<file path="src/rtl/ttl_gen_pkg.sv">
// Shared types and constants for the TTL pulse generator bank.
package ttl_gen_pkg;

  typedef enum logic [1:0] {
    IDLE = 2'd0,
    HIGH = 2'd1,
    LOW  = 2'd2
  } chan_state_e;

  localparam int SHADOW_PERIOD_RST = 2;
  localparam int SHADOW_HIGH_RST   = 1;
  localparam int SHADOW_BURST_RST  = 0;

  function automatic chan_state_e phase_state(input logic below_high);
    return below_high ? HIGH : LOW;
  endfunction

endpackage

</file>
<file path="src/rtl/ttl_pulse_chan.sv">
// One pulse channel: shadow/active config, enable edge detect, IDLE/HIGH/LOW FSM
// and registered output steering onto one of two lines.
module ttl_pulse_chan
  import ttl_gen_pkg::*;
#(
  parameter int CNT_W   = 16,
  parameter int BURST_W = 8
) (
  input  logic               clk_i,
  input  logic               rst_n_i,
  input  logic               cfg_wr_i,
  input  logic [CNT_W-1:0]   cfg_period_i,
  input  logic [CNT_W-1:0]   cfg_high_i,
  input  logic [BURST_W-1:0] cfg_burst_i,
  input  logic               branch_i,
  input  logic               enable_i,
  output logic               out_0_o,
  output logic               out_1_o,
  output logic               busy_o,
  output logic               done_o
);

  logic [CNT_W-1:0]   shd_period_q, shd_high_q;
  logic [BURST_W-1:0] shd_burst_q;

  logic [CNT_W-1:0]   act_period_q, act_period_d;
  logic [CNT_W-1:0]   act_high_q, act_high_d;
  logic [BURST_W-1:0] act_burst_q, act_burst_d;
  logic [BURST_W-1:0] rem_q, rem_d;
  logic [CNT_W-1:0]   cnt_q, cnt_d;
  logic               branch_q, branch_d;
  logic               fin_q, fin_d;
  logic               en_prev_q;
  chan_state_e        state_q, state_d;

  logic               out_0_q, out_1_q, busy_q, done_q;

  logic               start_s;
  logic               period_end_s;
  logic [CNT_W-1:0]   cnt_inc_s;

  // Shadow config; a zero period is not a legal setting and leaves it untouched.
  always_ff @(posedge clk_i) begin
    if (!rst_n_i) begin
      shd_period_q <= CNT_W'(SHADOW_PERIOD_RST);
      shd_high_q   <= CNT_W'(SHADOW_HIGH_RST);
      shd_burst_q  <= BURST_W'(SHADOW_BURST_RST);
    end else if (cfg_wr_i && (cfg_period_i != {CNT_W{1'b0}})) begin
      shd_period_q <= cfg_period_i;
      shd_high_q   <= cfg_high_i;
      shd_burst_q  <= cfg_burst_i;
    end else begin
      shd_period_q <= shd_period_q;
      shd_high_q   <= shd_high_q;
      shd_burst_q  <= shd_burst_q;
    end
  end

  // Next-state logic for the pulse FSM and its counters.
  always_comb begin
    state_d      = state_q;
    cnt_d        = cnt_q;
    rem_d        = rem_q;
    fin_d        = 1'b0;
    act_period_d = act_period_q;
    act_high_d   = act_high_q;
    act_burst_d  = act_burst_q;
    branch_d     = branch_q;
    start_s      = enable_i & ~en_prev_q;
    cnt_inc_s    = cnt_q + CNT_W'(1);
    period_end_s = (cnt_q == (act_period_q - CNT_W'(1)));

    case (state_q)
      IDLE: begin
        if (start_s) begin
          act_period_d = shd_period_q;
          act_high_d   = shd_high_q;
          act_burst_d  = shd_burst_q;
          rem_d        = shd_burst_q;
          branch_d     = branch_i;
          cnt_d        = {CNT_W{1'b0}};
          state_d      = phase_state(shd_high_q != {CNT_W{1'b0}});
        end else begin
          state_d = IDLE;
        end
      end
      HIGH, LOW: begin
        if (!enable_i) begin
          state_d = IDLE;
          cnt_d   = {CNT_W{1'b0}};
        end else if (period_end_s) begin
          cnt_d = {CNT_W{1'b0}};
          // A nonzero burst ends once its last period completes.
          if ((act_burst_q != {BURST_W{1'b0}}) && (rem_q == BURST_W'(1))) begin
            state_d = IDLE;
            fin_d   = 1'b1;
          end else if (act_burst_q != {BURST_W{1'b0}}) begin
            rem_d   = rem_q - BURST_W'(1);
            state_d = phase_state(act_high_q != {CNT_W{1'b0}});
          end else begin
            state_d = phase_state(act_high_q != {CNT_W{1'b0}});
          end
        end else begin
          cnt_d   = cnt_inc_s;
          state_d = phase_state(cnt_inc_s < act_high_q);
        end
      end
      default: begin
        state_d = IDLE;
        cnt_d   = {CNT_W{1'b0}};
      end
    endcase
  end

  // FSM, counters, latched config and enable history.
  always_ff @(posedge clk_i) begin
    if (!rst_n_i) begin
      state_q      <= IDLE;
      cnt_q        <= {CNT_W{1'b0}};
      rem_q        <= {BURST_W{1'b0}};
      fin_q        <= 1'b0;
      act_period_q <= CNT_W'(SHADOW_PERIOD_RST);
      act_high_q   <= CNT_W'(SHADOW_HIGH_RST);
      act_burst_q  <= BURST_W'(SHADOW_BURST_RST);
      branch_q     <= 1'b0;
      en_prev_q    <= 1'b1;  // an enable already high at release must not start
    end else begin
      state_q      <= state_d;
      cnt_q        <= cnt_d;
      rem_q        <= rem_d;
      fin_q        <= fin_d;
      act_period_q <= act_period_d;
      act_high_q   <= act_high_d;
      act_burst_q  <= act_burst_d;
      branch_q     <= branch_d;
      en_prev_q    <= enable_i;
    end
  end

  // Registered output stage, one cycle behind the FSM.
  always_ff @(posedge clk_i) begin
    if (!rst_n_i) begin
      out_0_q <= 1'b0;
      out_1_q <= 1'b0;
      busy_q  <= 1'b0;
      done_q  <= 1'b0;
    end else begin
      out_0_q <= (state_q == HIGH) & ~branch_q;
      out_1_q <= (state_q == HIGH) & branch_q;
      busy_q  <= (state_q != IDLE);
      done_q  <= fin_q;
    end
  end

  assign out_0_o = out_0_q;
  assign out_1_o = out_1_q;
  assign busy_o  = busy_q;
  assign done_o  = done_q;

endmodule

</file>
<file path="src/rtl/gener_ttl_out_bank.sv">
// Bank of independent TTL pulse channels with config-write decode.
module gener_ttl_out_bank
  import ttl_gen_pkg::*;
#(
  parameter int N_CH    = 4,
  parameter int CNT_W   = 16,
  parameter int BURST_W = 8,
  localparam int CH_W   = (N_CH > 1) ? $clog2(N_CH) : 1
) (
  input  logic               clk_100Mz,
  input  logic               rst_n,
  input  logic               cfg_wr,
  input  logic [CH_W-1:0]    cfg_ch,
  input  logic [CNT_W-1:0]   cfg_period,
  input  logic [CNT_W-1:0]   cfg_high,
  input  logic [BURST_W-1:0] cfg_burst,
  input  logic [N_CH-1:0]    branch_channel,
  input  logic [N_CH-1:0]    enable_channel,
  output logic [N_CH-1:0]    data_out_0,
  output logic [N_CH-1:0]    data_out_1,
  output logic [N_CH-1:0]    busy,
  output logic [N_CH-1:0]    done
);

  genvar gi;
  generate
    for (gi = 0; gi < N_CH; gi++) begin : g_chan
      // Only indices below N_CH exist, so out-of-range channel writes match nothing.
      logic wr_s;
      assign wr_s = cfg_wr && (cfg_ch == CH_W'(gi));

      ttl_pulse_chan #(
        .CNT_W   (CNT_W),
        .BURST_W (BURST_W)
      ) u_chan (
        .clk_i        (clk_100Mz),
        .rst_n_i      (rst_n),
        .cfg_wr_i     (wr_s),
        .cfg_period_i (cfg_period),
        .cfg_high_i   (cfg_high),
        .cfg_burst_i  (cfg_burst),
        .branch_i     (branch_channel[gi]),
        .enable_i     (enable_channel[gi]),
        .out_0_o      (data_out_0[gi]),
        .out_1_o      (data_out_1[gi]),
        .busy_o       (busy[gi]),
        .done_o       (done[gi])
      );
    end
  endgenerate

endmodule

</file>
<file path="config.mk">
export PLATFORM = sky130hd
export DESIGN_NAME = gener_ttl_out_bank
export DESIGN_NICKNAME = d
export VERILOG_FILES = /design/src/rtl/ttl_gen_pkg.sv /design/src/rtl/ttl_pulse_chan.sv /design/src/rtl/gener_ttl_out_bank.sv
export SDC_FILE = /design/constraint.sdc
export NUM_CORES = 1
export LEC_CHECK = 0
export CAP_MARGIN = 10
export CORE_AREA = 3 3 194 196
export CTS_BUF_LIST = sky130_fd_sc_hd__clkbuf_8
export CTS_CLUSTER_DIAMETER = 40
export CTS_CLUSTER_SIZE = 14
export DETAILED_ROUTE_END_ITERATION = 10
export DIE_AREA = 0 0 197 199
export PLACE_DENSITY_LB_ADDON = 0.25
export SYNTH_ARGS = -nofsm -noshare
export SYNTH_HDL_FRONTEND = slang
export SYNTH_SLANG_ARGS = --single-unit
</file>
<file path="constraint.sdc">
create_clock -name clk_100Mz -period 5.1 [get_ports clk_100Mz]
set_input_delay 1.02 -clock clk_100Mz [delete_from_list [all_inputs] [get_ports clk_100Mz]]
set_output_delay 1.02 -clock clk_100Mz [all_outputs]
set_load 0.02 [all_outputs]
</file>
==> flow_metrics.py, run 1 <==
metrics = {
    "clock_tree": {
        "cts.path.max_buffers": 3,
        "cts_tree": "done",
        "clockRootBuffer": "clkbuf_8",
        "path_clk_slew_ns": 0.08,
        "ctsResizeCount": 0,
        "cts_buffers": 58,
        "numClockSinks": 452,
        "postCtsSetupRepairBufs": 0,
        "clkLatencyLatePin_ns": 0.70,
        "htree_levels": 2,
        "hold_buffers": 0,
    },
    "yosys": {
        "synthesis.area_per_instance_um2": 7.75,
        "yosysMostFrequentCell": "nand2_1",
        "synth_area_mm2": 0.0222,
        "synth_edf_count": 0,
        "seq_area_frac_synth_pct": 40.7,
        "synth_seq_cells": 452,
        "yosysWarnings": 0,
        "syn-num-nets": 3010,
        "yosysTopAreaCellShare_pct": 40.7,
        "synth_cells": 2869,
        "synth_area_leaders": "dfxtp_1 (41%), nand2_1 (13%), a21oi_1 (7.8%), ha_1 (5.0%), xnor2_1 (3.2%)",
        "yosysTopAreaCell": "dfxtp_1",
        "synthArstFlopShare_pct": 0,
        "ys_types": 87,
        "synth_common_cells": "nand2_1 (744), dfxtp_1 (452), a21oi_1 (348), clkbuf_1 (146), nor2_1 (130)",
        "synth_ff_type": "dfxtp_1",
    },
    "timing": {
        "setup_tns_ns": 0,
        "holdWs_ns": 0.434,
        "finalCriticalPeriod_ns": 3.65,
        "setup_violations": 0,
        "relSlewSlack_pct": 19.0,
        "worst_pin_slew_ns": 1.21,
        "report.final.slew_viol_count": 0,
        "hold_violations": 0,
        "finalCritPeriodShare_pct": 71.6,
        "fin_skew_ns": 0.0332,
        "max_freq_mhz": 274,
        "rsz0062_at_grt": "no",
    },
    "power": {
        "p_clk_share_pct": 42.8,
        "ir_worst_vdd_uv": 248,
        "switching_share_pct": 27.6,
        "internal_power_w": 0.00533,
        "power.total_w": 0.00736,
        "combinationalPowerShare_pct": 7.7,
        "power_density_mw_per_mm2": 303,
        "switching_power_w": 0.00203,
        "cellLeakagePower_nw": 8.90,
        "pwr-share-seq_pct": 49.6,
    },
    "job": {
        "drv_cap": 0,
    },
    "critical_path": {
        "worst-path-stages": 10,
        "worstSetupPathType": "reg2reg",
        "reg2regPathDepth": 10,
        "path_cells": "inv_1 -> ha_1 -> or4b_1 -> nor4b_1 -> xnor2_1 -> o211ai_1 -> nor4_2 -> nand2_1 -> a32oi_1 -> nor2_1",
        "crit_path_end_kind": "flop",
        "max_stage_delay_ns": 0.62,
        "crit_family": "simple AND/OR/NAND/NOR gates",
        "crit_required_ns": 5.64,
        "cp_slowest_cell": "nand2_1",
        "critPathBufInv": 1,
        "cp.arrival_ns": 4.19,
        "start_kind": "flop",
        "worstPathMaxFanout": 23,
    },
    "worst_hold_path": {
        "hold_class": "reg2reg",
        "holdPathStages": 1,
    },
    "floorplanning": {
        "placeableCoreArea_mm2": 0.0363,
        "top_level_ports": 69,
        "die_width_um": 197,
        "rows": 70,
        "dieArea_mm2": 0.0392,
        "start_util_pct": 61.3,
        "die_h_um": 199,
    },
    "finish": {
        "finalNetCount": 2973,
        "areaGrowthSynthToFinish_pct": 9.21,
        "nFillCells": 3091,
        "drive_above_1_share_pct": 5.80,
        "finalInstanceArea_mm2": 0.0243,
        "diodes": 0,
    },
    "place": {
        "placed_area_mm2": 0.0229,
        "place.gp.congestion": 0.913,
        "port_buffers": 68,
        "hpwlAfterDp_mm": 41.6,
    },
    "run_status": {
        "status": "completed",
    },
    "grt": {
        "grt.total_usage_pct": 30.1,
        "first_global_vias": 19131,
        "grt_util_met1_pct": 38.1,
        "busiest_layer": "met2",
        "grt_pass1_wl_mm": 96.5,
        "grt_remaining_overflow": 0,
        "antenna_found_initial": 0,
        "use_met2_pct": 50.3,
        "grt_start_max_net_pins": 167,
        "gr-usage-met3_pct": 7.22,
    },
    "routing": {
        "wl_per_cell_um": 18.0,
        "wirelength_mm": 60.1,
        "antenna_left": 0,
        "viasPerCell": 6.03,
        "drtIter0Drc": 1584,
        "drc": 0,
        "num_vias": 20180,
        "dr.pass1.iters": 8,
    },
}
## state kept, by name, indices dropped and copies added, names as in the netlist
signal / cells
g_chan.u_chan.rem_q: 32
g_chan.u_chan.act_burst_q: 32
g_chan.u_chan.busy_o: 4
g_chan.u_chan.act_high_q: 64
g_chan.u_chan.out_0_o: 4
g_chan.u_chan.out_1_o: 4
g_chan.u_chan.en_prev_q: 4
g_chan.u_chan.state_q: 8
g_chan.u_chan.cnt_q: 64
g_chan.u_chan.fin_q: 4
g_chan.u_chan.shd_high_q: 64
g_chan.u_chan.shd_burst_q: 32
g_chan.u_chan.act_period_q: 64
g_chan.u_chan.shd_period_q: 64
g_chan.u_chan.done_o: 4
g_chan.u_chan.branch_q: 4
## path summary, 6_finish.rpt
| path | end | slack [ns] | start |
|---|---|---|---|
| max | g_chan[1].u_chan.cnt_q[3]$_SDFFE_PN0N_ | 1.45 | g_chan[1].u_chan.act_period_q[0]$_SDFFE_PN0P_ |
| min | g_chan[1].u_chan.out_0_o$_SDFF_PN0_ | 0.43 | g_chan[1].u_chan.branch_q$_SDFFE_PN0P_ |
| max reg2reg | g_chan[1].u_chan.cnt_q[3]$_SDFFE_PN0N_ | 1.45 | g_chan[1].u_chan.act_period_q[0]$_SDFFE_PN0P_ |
| min reg2reg | g_chan[1].u_chan.out_0_o$_SDFF_PN0_ | 0.43 | g_chan[1].u_chan.branch_q$_SDFFE_PN0P_ |
## cell type report
class                      instances  area, µm²  share of cell area, %
sequential                       452       9050                   37.3
clock buffer                      63        867                   3.57
timing repair buffer              88        851                   3.50
inverter                         103        394                   1.62
tap                              468        586                   2.41
multi-input combinational       2129      12000                   49.5
clock inverter                    44        524                   2.16
## stage by stage
stage	util, %	setup slack [ns]	instances
after floorplan	-	1.95	2869
after global placement	63.2	1.54	3240
after detailed placement	63.2	1.47	3240
after CTS	67.0	1.51	3347
after global routing	67.0	1.11	3347
final	67.0	1.45	3347
## cell usage in the layout, fill, tap and decap left out, types with 54 or more instances in the layout
cell	netlist	layout
nand2_1	744	744
dfxtp_1	452	452
a21oi_1	348	348
nor2_1	130	126
inv_1	102	104
ha_1	88	88
xnor2_1	80	80
nand3_1	77	77
clkdlybuf4s50_1	0	67
clkbuf_8	0	63
xor2_1	61	61
nor4_1	60	60
o21ai_0	54	54
## power groups by stage
stage	Combinational [W]	Sequential [W]	Clock (W)
finish	0.000564	0.00365	0.00315
global route	0.000615	0.00366	0.00333
CTS	0.000552	0.00365	0.00320
detailed placement	0.000549	0.00373	0
global placement	0.000536	0.00373	0
floorplan	0.000364	0.00371	0
## layer usage
metal | vias up | share of wire (%)
li1 | 9801 | -
met4 | 0 | 3.9
met5 | - | 0
met1 | 9489 | 41
met3 | 169 | 8.5
met2 | 721 | 46
## cell families after synthesis
kind of cell             count (synthesis)  synth area share [%]
multiplexers                            14                 0.647
XOR/XNOR                               142                  5.65
AO/OA/AOI/OAI                          612                  16.6
AND/OR/NAND/NOR                       1273                  26.1
flip-flops                             452                  40.7
buffers and inverters                  288                  5.32
adder cells (fa/ha/maj)                 88                  4.95
Note: power is estimated with default switching activity, not from simulation.
==> run 2, diff against run 1 <==
==> constraint.sdc (replaced) <==
create_clock -name clk_100Mz -period 3.8 [get_ports clk_100Mz]
set_input_delay 0.76 -clock clk_100Mz [delete_from_list [all_inputs] [get_ports clk_100Mz]]
set_output_delay 0.76 -clock clk_100Mz [all_outputs]
set_load 0.02 [all_outputs]
==> run 2 against run 1 <==
Effect of this change: cell count grew 0.66%; total power rose by 31%; critical endpoint is now g_chan[1].u_chan.state_q[0]$_SDFF_PN0_; count of clock-buffer cells in the layout increased by 1; global-route usage increased by 0.24 points; die area unchanged; largest power group unchanged; sequential power increased by 34%.
==> flow_metrics.py, run 2 (same netlist as run 1, synthesis figures left out) <==
metrics = {
    "critical_path": {
        "cp.arrival_ns": 4.14,
        "worstPathMaxFanout": 7,
        "path_cells": "ha_1 -> and3_1 -> and3_1 -> and3_1 -> nand3_1 -> xnor2_1 -> ha_1 -> a21o_1 -> a21oi_1 -> nor2_1 -> a2111oi_0 -> o221ai_1 -> nand2b_1 -> a31oi_1",
        "cp_common_cell": "and3_1",
        "worstReg2RegStart": "g_chan[1].u_chan.cnt_q[0]$_SDFFE_PN0N_",
        "cp_slowest_cell": "dfxtp_1",
        "crit_path_end_kind": "flop",
        "r2r_end": "g_chan[1].u_chan.state_q[0]$_SDFF_PN0_",
        "critPathBufInv": 0,
        "max_stage_delay_ns": 0.47,
        "worstSetupPathType": "reg2reg",
        "cp-startpoint": "g_chan[1].u_chan.cnt_q[0]$_SDFFE_PN0N_",
        "worst-path-stages": 14,
        "crit_family": "compound AO/OA/AOI/OAI gates",
        "crit_required_ns": 4.39,
        "r2r_slack_ns": 0.25,
        "start_kind": "flop",
        "reg2regPathDepth": 14,
    },
    "finish": {
        "multi_input_area_mm2": 0.0120,
        "ff_latch_area_mm2": 0.00905,
        "drive_above_1_share_pct": 6.38,
        "finalNonFillerCells": 3369,
        "finalNetCount": 2997,
        "areaGrowthSynthToFinish_pct": 9.60,
        "final_common_cell": "nand2_1",
        "layout_common_cells": "nand2_1 (744), dfxtp_1 (452), a21oi_1 (348)",
        "nFillCells": 3049,
    },
    "clock_tree": {
        "cts.path.max_buffers": 3,
        "cts_buffers": 58,
        "htree_levels": 2,
        "cts_tree": "done",
        "clockRootBuffer": "clkbuf_8",
        "path_clk_slew_ns": 0.08,
        "postCtsSetupRepairBufs": 0,
        "clkLatencyLatePin_ns": 0.66,
        "numClockSinks": 452,
        "hold_buffers": 0,
        "ctsResizeCount": 0,
    },
    "place": {
        "dp_cells": 3263,
        "hpwlAfterDp_mm": 42.3,
        "place.gp.congestion": 0.962,
        "port_buffers": 68,
    },
    "worst_hold_path": {
        "holdPathStages": 1,
        "hold_class": "reg2reg",
        "hold_end": "g_chan[3].u_chan.done_o$_SDFF_PN0_",
        "holdCritStartpoint": "g_chan[3].u_chan.fin_q$_SDFF_PN0_",
    },
    "floorplanning": {
        "start_util_pct": 61.3,
        "placeableCoreArea_mm2": 0.0363,
        "die_h_um": 199,
        "top_level_ports": 69,
        "die_width_um": 197,
        "dieArea_mm2": 0.0392,
        "rows": 70,
    },
    "timing": {
        "setup_tns_ns": 0,
        "relSlewSlack_pct": 42.3,
        "finalCritPeriodShare_pct": 93.4,
        "hold_violations": 0,
        "fin_skew_ns": 0.0223,
        "setup_violations": 0,
        "report.final.slew_viol_count": 0,
        "finalCriticalPeriod_ns": 3.55,
        "max_freq_mhz": 282,
        "worst_pin_slew_ns": 0.858,
        "rsz0062_at_grt": "no",
    },
    "routing": {
        "wirelength_mm": 60.9,
        "num_vias": 20307,
        "dr.pass1.iters": 7,
        "viasPerCell": 6.03,
        "drc": 0,
        "wl_per_cell_um": 18.1,
        "antenna_left": 0,
        "drtIter0Drc": 1461,
    },
    "grt": {
        "grt.total_usage_pct": 30.4,
        "grt_pass1_wl_mm": 97.1,
        "grt_start_max_net_pins": 103,
        "antenna_found_initial": 1,
        "grt_remaining_overflow": 0,
        "first_global_vias": 19175,
    },
    "run_status": {
        "status": "completed",
    },
    "power": {
        "ir_worst_vdd_uv": 354,
        "power_density_mw_per_mm2": 394,
        "cellLeakagePower_nw": 8.99,
    },
    "job": {
        "drv_cap": 0,
    },
}
run 2: layer usage:
layer  global-route usage (%)  up-vias  share of wire (%)
met1                     37.6     9553                 41
met3                     6.27      154                7.8
met4                     12.6        2                3.9
met2                     52.0      733                 48
met5                        0        -              0.018
li1                         -     9865                  -
run 2: report_power, final:
| part | switching, W | leakage [nW] | internal, W | total (W) |
|---|---|---|---|---|
| combinational | 0.000520 | 4.66 | 0.000262 | 0.000783 |
| sequential | 0.0000713 | 3.66 | 0.00482 | 0.00489 |
| clock | 0.00202 | 0.669 | 0.00192 | 0.00394 |
run 2: worst max path at each step:
stage	to	slack (ns)
2_1_floorplan	g_chan[0].u_chan.state_q[0]$_SDFF_PN0_	0.65
3_3_place_gp	g_chan[1].u_chan.state_q[0]$_SDFF_PN0_	0.51
3_5_place_dp	g_chan[1].u_chan.state_q[0]$_SDFF_PN0_	0.38
4_1_cts	g_chan[1].u_chan.state_q[0]$_SDFF_PN0_	0.32
5_1_grt	g_chan[0].u_chan.state_q[0]$_SDFF_PN0_	0.009
6_report	g_chan[1].u_chan.state_q[0]$_SDFF_PN0_	0.25
run 2: through the flow:
stage / power (W) / utilization [%] / hold WS, ns / area, µm² / setup slack, ns
CTS: 0.00967 / 67.2 / 0.437 / 24400 / 0.325
detailed placement: 0.00577 / 63.7 / 0.425 / 23100 / 0.380
finish: 0.00962 / 67.2 / 0.441 / 24400 / 0.252
global route: 0.00996 / 67.2 / 0.453 / 24400 / 0.00892
global placement: 0.00575 / 63.7 / 0.410 / 23100 / 0.511
floorplan: 0.00547 / - / 0.402 / 22200 / 0.648
run 2: area by class of cell:
type                            count  share of cell area (%)
Multi-Input combinational cell   2129                    49.3
Clock buffer                       64                    3.61
Antenna cell                        1                  0.0103
Tap cell                          468                    2.40
Inverter                          103                    1.62
Timing Repair Buffer              112                    4.28
Clock inverter                     40                    1.65
Sequential cell                   452                    37.1
